===== config.mk =====
export PLATFORM = sky130hd
export DESIGN_NAME = vga_timing_gen
export DESIGN_NICKNAME = d
export VERILOG_FILES = /design/src/rtl/vga_timing_gen.sv
export SDC_FILE = /design/constraint.sdc
export NUM_CORES = 1
export LEC_CHECK = 0
export CAP_MARGIN = 20
export CORE_ASPECT_RATIO = 0.8
export CORE_UTILIZATION = 35
export CTS_BUF_LIST = sky130_fd_sc_hd__clkbuf_4 sky130_fd_sc_hd__clkbuf_8
export DETAILED_ROUTE_END_ITERATION = 10
export PLACE_DENSITY_LB_ADDON = 0.1
export SETUP_SLACK_MARGIN = 0.1
export SYNTH_ARGS = -nofsm -noshare
export SYNTH_HDL_FRONTEND = slang
export SYNTH_SLANG_ARGS = --single-unit

===== constraint.sdc =====
create_clock -name vga_clk -period 1.85 [get_ports vga_clk]
set_input_delay 0.37 -clock vga_clk [delete_from_list [all_inputs] [get_ports vga_clk]]
set_output_delay 0.37 -clock vga_clk [all_outputs]
set_load 0.05 [all_outputs]

===== src/rtl/vga_timing_gen.sv =====
// vga_timing_gen: parameterised VGA raster counters with combinational sync/blank/strobe decode
module vga_timing_gen #(
  parameter int H_VISIBLE = 640,
  parameter int H_FRONT   = 16,
  parameter int H_SYNC    = 96,
  parameter int H_BACK    = 48,
  parameter int V_VISIBLE = 480,
  parameter int V_FRONT   = 10,
  parameter int V_SYNC    = 2,
  parameter int V_BACK    = 33,
  parameter int H_POL     = 0,
  parameter int V_POL     = 0,
  parameter int CW        = 10,
  parameter int FRAME_W   = 8
) (
  input  logic               vga_clk,
  input  logic               rst_n,
  input  logic               pix_en,
  output logic [CW-1:0]      pixel_x,
  output logic [CW-1:0]      pixel_y,
  output logic               hsync,
  output logic               vsync,
  output logic               display_area,
  output logic               vblank,
  output logic               line_start,
  output logic               frame_start,
  output logic [FRAME_W-1:0] frame_count
);
  localparam int H_TOTAL = H_VISIBLE + H_FRONT + H_SYNC + H_BACK;
  localparam int V_TOTAL = V_VISIBLE + V_FRONT + V_SYNC + V_BACK;
  localparam int CW1 = CW + 1;
  // decode constants are one bit wider so a window ending exactly at 2^CW still compares correctly
  localparam logic [CW:0] H_VIS = CW1'(H_VISIBLE);
  localparam logic [CW:0] H_S0  = CW1'(H_VISIBLE + H_FRONT);
  localparam logic [CW:0] H_S1  = CW1'(H_VISIBLE + H_FRONT + H_SYNC);
  localparam logic [CW:0] V_VIS = CW1'(V_VISIBLE);
  localparam logic [CW:0] V_S0  = CW1'(V_VISIBLE + V_FRONT);
  localparam logic [CW:0] V_S1  = CW1'(V_VISIBLE + V_FRONT + V_SYNC);
  localparam logic [CW-1:0] H_LAST = CW'(H_TOTAL - 1);
  localparam logic [CW-1:0] V_LAST = CW'(V_TOTAL - 1);
  localparam logic HP = 1'(H_POL);
  localparam logic VP = 1'(V_POL);
  if (H_TOTAL > 2**CW || V_TOTAL > 2**CW || H_VISIBLE == 0 || V_VISIBLE == 0 ||
      H_SYNC == 0 || V_SYNC == 0) begin : g_bad_cfg
    $error("vga_timing_gen: invalid timing configuration");
  end
  logic [CW-1:0] h_counter;
  logic [CW-1:0] v_counter;
  logic          h_wrap;
  logic          v_wrap;
  logic [CW:0]   hx;
  logic [CW:0]   vx;
  assign h_wrap = h_counter == H_LAST;
  assign v_wrap = v_counter == V_LAST;
  always_ff @(posedge vga_clk or negedge rst_n) begin
    if (!rst_n) begin
      h_counter   <= '0;
      v_counter   <= '0;
      frame_count <= '0;
    end else if (pix_en) begin
      h_counter <= h_wrap ? '0 : h_counter + 1'b1;
      if (h_wrap) begin
        v_counter <= v_wrap ? '0 : v_counter + 1'b1;
        if (v_wrap) frame_count <= frame_count + 1'b1;
      end
    end
  end
  always_comb begin
    hx           = {1'b0, h_counter};
    vx           = {1'b0, v_counter};
    pixel_x      = h_counter;
    pixel_y      = v_counter;
    display_area = (hx < H_VIS) && (vx < V_VIS);
    vblank       = vx >= V_VIS;
    hsync        = (hx >= H_S0 && hx < H_S1) ? HP : ~HP;
    vsync        = (vx >= V_S0 && vx < V_S1) ? VP : ~VP;
    line_start   = pix_en && (h_counter == '0) && rst_n;
    frame_start  = line_start && (v_counter == '0);
  end
endmodule


Yosys cells after proc, flatten, opt, wreduce, memory -nomap -nowiden --
Index checks and enable logic that the tools add are counted.
Word-level totals: flip-flop bits (word level) 28, bits of input ports 3, output and inout bits 34, logic and storage cells 29
Operators by class: add/subtract/negate cells 3, order comparisons 7, equal/unequal tests 2, multiplexer cells 4, reduce and logical (&&, ||, !) cells 10
Operators by type and width (number):
- $add A10 B1 Y10 const B | 2
- $eq A10 B10 Y1 const B | 2
- $ge A10 B9 Y1 const B | 2
- $logic_not A10 Y1 | 2
- $lt A10 B10 Y1 const B | 2
- $lt A10 B9 Y1 const B | 2
- $mux W10 | 2
- $ge A10 B10 Y1 const B | 1
- $add A8 B1 Y8 const B | 1
- $logic_and A1 B1 Y1 | 6
- $reduce_and A3 Y1 | 1
- $mux W1 | 2
- $reduce_and A2 Y1 | 1

Longest topological paths before layout --
Gate-level depths: netlist of run 1.
word-level depth 4, depth in mapped cells 7, mapped depth without buffers 6

Least setup slack after synthesis of run 1 --
OpenSTA, ideal clock, no wires.
kind reg-to-output, start point register h_counter[0] (netlist: pixel_x[0]), end point output port frame_start, data arrival time 2.099 ns, data required time 1.480 ns, setup slack -0.619 ns, cell stages (with the launch flop) 6, buffers on the path 0, cell sequence dfrtp_1 > inv_1 > ha_1 > nor4b_1 > and3_1 > and3_1
On the way: word-level cells in the longest chain between the ends 4
Ends and longest elaborated chain:
- from (decl) | line 47 | logic [CW-1:0] h_counter;
- from (signal assigned) | line 61 | h_counter <= h_wrap ? '0 : h_counter + 1'b1;
- $logic_not A10 Y1 | line 77 | line_start = pix_en && (h_counter == '0) && rst_n;
- $logic_and A1 B1 Y1 (2 in series) | line 77
- via line_start | line 25 | output logic line_start,
- $logic_and A1 B1 Y1 | line 78 | frame_start = line_start && (v_counter == '0);
- to (decl) | line 26 | output logic frame_start,
The timed path passes the listed nets, and every way through them passes these cells.

Final worst setup path of run 1 --
start point register h_counter[0] (netlist: pixel_x[0]), end point output port frame_start
On the way: word-level cells in the longest chain between the ends 4
Ends and longest elaborated chain (line):
- $logic_not A10 Y1 | 77
- $logic_and A1 B1 Y1 (2 in series) | 77
- $logic_and A1 B1 Y1 | 78
No other way between the ends.

==> run summary, run 1 <==
Status -> finished, violations left
Failing checks -> negative setup slack
Fmax -> 500 MHz
Post-synth EDFFs -> 0
Width of the die -> 75.9 µm
Sink Count -> 28
Die H -> 61.1 µm
Routing usage on met3 -> 0.0426
Number of synthesized register bits -> 28
Final WL -> 4.31 mm
Routed Antenna Nets -> 0
R2R Path End -> pixel_y[3]$_DFFE_PN0P_
Initial drt markers -> 38
Most used DFF post-synth -> dfrtp_1
CTS buffer count -> 3
Buf+Inv Stages, Crit Path -> 2
Worst R2R Path Depth -> 6
Critical path class -> flop to primary output
CTS tree -> built
Boundary Pins -> 37
Worst-path fanout max -> 2
H-tree depth -> 1
Placed Instances -> 256
# DRC -> 0
Synthesized area per cell -> 10.1 µm²
Root Buffer -> clkbuf_8
RSZ-0062 raised after global routing -> yes
Slew Viols, Final -> 0
Worst path slowest cell -> dfrtp_2
Number of diodes -> 0
Startpoint types -> flop
Core Rows -> 21
Leakage -> 0.00123 µW
Worst hold path endpoint -> frame_count[7]$_DFFE_PN0P_
Hold Startpoint -> frame_count[7]$_DFFE_PN0P_
Most frequent CP cell -> and3_4
Asr flop ratio synth -> 1.00
Initial Utilization -> 0.366
Initial antenna violation count -> 0
Max Root-Sink Buffers -> 2
Slew of the pin with the lowest slew margin -> 0.362 ns
Congestion Overflow GR -> 0
Sequential share of the synthesized area -> 0.459
Max VDD drop -> 0.741 mV
Slowest Stage Delay on Critical Path -> 0.43 ns
Worst Hold Path Cells -> 1
First-pass GRT wire length -> 6.53 mm
Final hold violation count -> 0
Final GP Congestion -> 0.831
Top cell type by total area after synthesis -> dfrtp_1
Post-Synthesis Cells -> 151
Die area -> 4630 µm²
Final non-filler cell total -> 277
P&R area growth vs syn -> 61.1%
Delay-heaviest family, CP -> simple AND/OR/NAND/NOR gates
Post-route worst setup slack -> -0.149 ns
CP required -> 1.48 ns
Largest net degree at the start of global routing -> 29
Post-synthesis net count -> 159
Max_cap viols -> 0
YS warnings -> 0
R2R Setup Slk -> 0.02 ns
Yosys cell types -> 34
Via-to-Cell Ratio -> 5.17
Crit path capture type -> primary output
HPWL after detailed placement -> 2.73 mm
R2r startpoint -> pixel_x[6]$_DFFE_PN0P_
Post-Syn Area -> 1530 µm²
Part of the cycle the worst path needs -> 1.08
CTS clk-pin slew, worst paths -> 0.10 ns
Synth area leaders -> dfrtp_1, xor2_1, nand3_1
Cell Pwr Density -> 800 nW/µm²
Area fraction of the dominant cell type after synthesis -> 0.459
Number of global-route vias before repair -> 1334
Fin crit period -> 2.00 ns
Via count of the routed design -> 1433
Final setup vio count -> 2
Clock Skew -> 0.00464 ns
Busiest grt layer -> met2
Cell chain of the critical path -> inv_2, ha_4, nor4b_4, and3_4, and3_4, buf_12
Worst hold slack -> 0.473 ns
GRT met1 Usage -> 0.262
Worst-Skew Late Latency -> 0.28 ns
Core Area -> 4180 µm²
DRT Pass-1 Iters -> 4
Fraction of layout cells with a size suffix above 1 -> 0.555
GRT met2 Usage -> 0.303
Final net count -> 229
Port bufs -> 36
Hold WC Path Type -> flop to flop
Synth cell count leaders -> dfrtp_1, nand3_1, nand2_1, xor2_1
WL/cell -> 15.5 µm
Slew headroom -> 0.758
Global Route Usage Sum -> 0.191
Most common cell in the netlist -> dfrtp_1
Arr. time, crit path -> 1.63 ns
-- cell type report --
type                            count  area (µm²)
Fill cell                         348        1720
Multi-Input combinational cell    112         966
Sequential cell                    28         722
Timing Repair Buffer               68         601
Tap cell                           57        71.3
Clock buffer                        3        41.3
Clock inverter                      1        30.0
Inverter                            8        30.0
-- where the power goes --
part | total (µW) | leakage (µW) | internal [µW] | switching (µW)
combinational | 684 | 0.000854 | 270 | 414
sequential | 798 | 0.000337 | 676 | 122
clock | 487 | 0.0000357 | 290 | 197
-- kinds of logic after synthesis --
kind of cell               after synthesis  synth area share
and+or+nand+nor                         72             0.286
DFF                                     28             0.459
xor gates and xnor gates                18             0.103
buffers and inverters                   13            0.0475
AOI/OAI and AO/OA                       12            0.0434
adders and majority gates                5            0.0410
muxes                                    3            0.0205
-- metrics by stage --
step | instance area [µm²] | setup slack, ns | utilization | total power, µW | TNS [ns]
after floorplan | 1570 | -0.0446 | - | 1130 | -0.0446
after global placement | 2070 | -0.0842 | 0.494 | 1320 | -0.105
after detailed placement | 2070 | -0.114 | 0.494 | 1330 | -0.149
after CTS | 2270 | -0.132 | 0.542 | 1920 | -0.186
after global routing | 2460 | -0.192 | 0.589 | 2050 | -0.521
final | 2460 | -0.149 | 0.589 | 1970 | -0.219
-- sequential cells by signal, indices dropped and copies added, names as in the netlist --
name	flops
frame_count	8
pixel_y	10
pixel_x	10
-- what timing repair did --
action / CTS / global route
endpoints found under the hold margin: 0 / 0
setup endpoints to repair: 10 / 17
gates resized for setup: 12 / 26
buffers inserted: 8 / 8
gates cloned: 1 / 1
pin swaps: 6 / 12
hold buffers: 0 / 0
-- how the worst max path moves through the flow --
stage,start,to,depth (start not counted)
final,pixel_x[0]$_DFFE_PN0P_,frame_start,6
after global routing,pixel_x[0]$_DFFE_PN0P_,frame_start,6
after CTS,pixel_x[0]$_DFFE_PN0P_,frame_start,6
after detailed placement,rst_n,frame_start,6
after global placement,rst_n,frame_start,6
after floorplan,pixel_x[0]$_DFFE_PN0P_,frame_start,5
-- metal layers --
metal | wire length (µm) | up-vias
met5 | 0 | -
met1 | 2020 | 700
met2 | 2080 | 41
met3 | 145 | 8
met4 | 61 | 0
li1 | - | 684
-- cell usage in the layout (no fill, tap or decap), types with 2 or more instances in the layout --
cell,n
nor3_2,2
clkbuf_8,3
nor3_4,5
clkdlybuf4s50_1,2
mux2i_1,2
dfrtp_1,11
and4_1,2
nand2_1,10
buf_4,55
inv_2,3
nor4b_4,2
and3_4,5
xnor2_1,7
buf_12,5
and3_1,2
nor2_1,7
nor2_4,2
a21oi_1,2
dfrtp_2,17
nand4_1,7
and4_2,2
xor2_1,11
ha_1,3
buf_6,6
nor3_1,2
inv_1,5
nand4_4,2
nand3_1,13
ha_4,2
o21ai_0,8
and4_4,2
No activity file was read; power rests on OpenSTA's default activity.
==> run 2, diff against run 1 <==
--- a/config.mk
+++ b/config.mk
@@ -11,6 +11,7 @@
 export CTS_BUF_LIST = sky130_fd_sc_hd__clkbuf_4 sky130_fd_sc_hd__clkbuf_8
 export DETAILED_ROUTE_END_ITERATION = 10
 export PLACE_DENSITY_LB_ADDON = 0.1
+export REMOVE_ABC_BUFFERS = 1
 export SETUP_SLACK_MARGIN = 0.1
 export SYNTH_ARGS = -nofsm -noshare
 export SYNTH_HDL_FRONTEND = slang
==> run 2 against run 1 <==
The flow still finishes with violations (negative setup slack). Die area unchanged. Count of clock-buffer cells in the layout increased by 1. Sequential power decreased by 6.8%. Final area is 6.6% higher. Critical endpoint unchanged. Largest power group is now combinational logic.
==> run summary, run 2 (synthesized netlist as in run 1, its figures left out) <==
Status -> finished, violations left
Failing checks -> negative setup slack
Critical path class -> flop to primary output
Final hold violation count -> 0 (unchanged)
Cell Pwr Density -> 734 nW/µm² (-8.2%)
Largest net degree at the start of global routing -> 29 (unchanged)
Most frequent CP cell -> and3_4
RSZ-0062 raised after global routing -> yes
Cell chain of the critical path -> inv_2, ha_4, nor4b_4, and3_4, and3_4, buf_12
Buf+Inv Stages, Crit Path -> 2 (unchanged)
Fin crit period -> 1.99 ns (-0.0134 ns)
# fillers -> 333 (-4.3%)
CP required -> 1.48 ns (about the same)
R2R Setup Slk -> 0.02 ns (about the same)
Width of the die -> 75.9 µm (unchanged)
Arr. time, crit path -> 1.62 ns (about the same)
Slew of the pin with the lowest slew margin -> 0.364 ns (+0.00186 ns)
Max_cap viols -> 0 (unchanged)
Congestion Overflow GR -> 0 (unchanged)
Design internal power -> 1210 µW (-2.5%)
R2R Path End -> pixel_y[4]$_DFFE_PN0P_
DRT Pass-1 Iters -> 4 (unchanged)
Sink Count -> 28 (unchanged)
Most common cell after layout, fill and taps aside -> buf_4
Final WL -> 4.49 mm (+4.2%)
Worst hold slack -> 0.269 ns (-0.205 ns)
# DRC -> 0 (unchanged)
Worst-Skew Late Latency -> 0.27 ns (about the same)
First-pass GRT wire length -> 6.66 mm (+2.0%)
Commonest non-fill, non-tap cells in the layout -> buf_4, dfrtp_1, buf_6, xor2_1, nand3_1
Max VDD drop -> 0.446 mV (-40%)
CTS tree -> built
P&R area growth vs syn -> 71.7%
Initial antenna violation count -> 0 (unchanged)
Fmax -> 504 MHz (+0.68%)
Leakage -> 0.00136 µW (+11%)
Final GP Congestion -> 0.881 (+6.1%)
Via count of the routed design -> 1472 (+2.7%)
CTS buffer count -> 3 (unchanged)
Fraction of layout cells with a size suffix above 1 -> 0.544 (-0.0106)
Via-to-Cell Ratio -> 4.97 (-3.9%)
Part of the cycle the worst path needs -> 1.07 (-0.00726)
Slowest Stage Delay on Critical Path -> 0.41 ns (-0.02 ns)
Final net count -> 248 (+8.3%)
Initial drt markers -> 71 (+87%)
Port bufs -> 36 (unchanged)
Post-route worst setup slack -> -0.135 ns (+0.0134 ns)
Startpoint types -> flop
Worst path slowest cell -> dfrtp_1
H-tree depth -> 1 (unchanged)
Switching share of power -> 0.374 (+0.00160)
Worst-path fanout max -> 2 (unchanged)
Clock Skew -> 0.00246 ns (-0.00218 ns)
Slew headroom -> 0.757 (-0.00124)
Root Buffer -> clkbuf_8
Core Rows -> 21 (unchanged)
Routed Antenna Nets -> 0 (unchanged)
Global Route Usage Sum -> 0.195 (+0.00388)
Initial Utilization -> 0.366 (unchanged)
Crit path capture type -> primary output
Sequential power share -> 0.387 (-0.018)
Die H -> 61.1 µm (unchanged)
Slew Viols, Final -> 0 (unchanged)
R2r startpoint -> pixel_x[7]$_DFFE_PN0P_
Clock Power Share -> 0.198 (-0.049)
Number of global-route vias before repair -> 1347 (+0.97%)
HPWL after detailed placement -> 2.88 mm (+5.3%)
Die area -> 4630 µm² (unchanged)
Comb pwr share -> 0.415 (+0.067)
CTS clk-pin slew, worst paths -> 0.10 ns (about the same)
Hold WC Path Type -> primary input to async pin
Number of diodes -> 0 (unchanged)
Worst R2R Path Depth -> 6 (unchanged)
Final core occ -> 0.628 (+0.0386)
Delay-heaviest family, CP -> simple AND/OR/NAND/NOR gates
Final setup vio count -> 3 (+1)
Net Switching -> 720 µW (-1.8%)
Core Area -> 4180 µm² (unchanged)
Boundary Pins -> 37 (unchanged)
Max Root-Sink Buffers -> 2 (unchanged)
WL/cell -> 15.2 µm (-2.4%)
run 2: changes by cell type in the layout (fill, tap and decap cells not counted), sizes merged:
cell	before	now
buf	66	86
and4	6	5
bufinv	1	0
clkbuf	3	4
clkdlybuf4s50	2	1
dlygate4sd2	0	1
run 2: metrics by stage:
step                      instance area, µm²  setup WS [ns]  std cells  total power (µW)  TNS (ns)
final                                   2620         -0.135        296              1930    -0.220
after global routing                    2620         -0.205        296              2000    -0.500
after CTS                               2420         -0.122        288              1850    -0.165
after detailed placement                2130         -0.148        271              1360    -0.533
after global placement                  2130         -0.158        271              1360    -0.555
after floorplan                         1490         -0.619        146              1100     -1.54
run 2: worst max-delay path by stage:
stage                           startpoint          end  slack (ns)  cells after the start
finish              pixel_x[0]$_DFFE_PN0P_  frame_start       -0.14                      6
global route        pixel_x[0]$_DFFE_PN0P_  frame_start       -0.21                      6
CTS                 pixel_x[1]$_DFFE_PN0P_  frame_start       -0.12                      6
detailed placement                   rst_n  frame_start       -0.15                      6
global placement                     rst_n  frame_start       -0.16                      6
floorplan           pixel_x[0]$_DFFE_PN0P_  frame_start       -0.62                      5
run 2: final cells by class:
class                      instances  area, µm²  area share
clock buffer                       4       55.1      0.0210
inverter                           8       30.0      0.0115
tap                               57       71.3      0.0272
timing repair buffer              88        788       0.301
sequential                        28        702       0.268
multi-input combinational        111        976       0.372
run 2: metal layers:
metal  track usage  vias up  routed length [µm]  share of wire
met2         0.315       26                2240           0.50
li1              -      716                   -              -
met3        0.0376        4                 150          0.033
met1         0.277      726                2070           0.46
met4        0.0317        0                  24         0.0053
met5             0        -                   0              0
run 2: worst register-to-register path, delay by kind of cell (launching register included):
family / cells / cell delay (ns)
buffers and inverters: 2 / 0.32
DFF: 1 / 0.46
and+or+nand+nor: 4 / 0.99
run 2: what timing repair did:
| item | 4_1_cts | 5_1_grt |
|---|---|---|
| hold buffers | 0 | 0 |
| gates cloned | 1 | 0 |
| setup endpoints to repair | 7 | 23 |
| pin swaps | 19 | 19 |
| setup buffers | 12 | 9 |
| resized for setup | 32 | 31 |
run 2: power groups by stage:
stage | Clock [µW] | Combinational (µW) | Sequential (µW)
2_1_floorplan | 0 | 140 | 957
3_3_place_gp | 0 | 620 | 738
3_5_place_dp | 0 | 625 | 740
4_1_cts | 392 | 733 | 728
5_1_grt | 410 | 840 | 751
6_report | 381 | 800 | 744
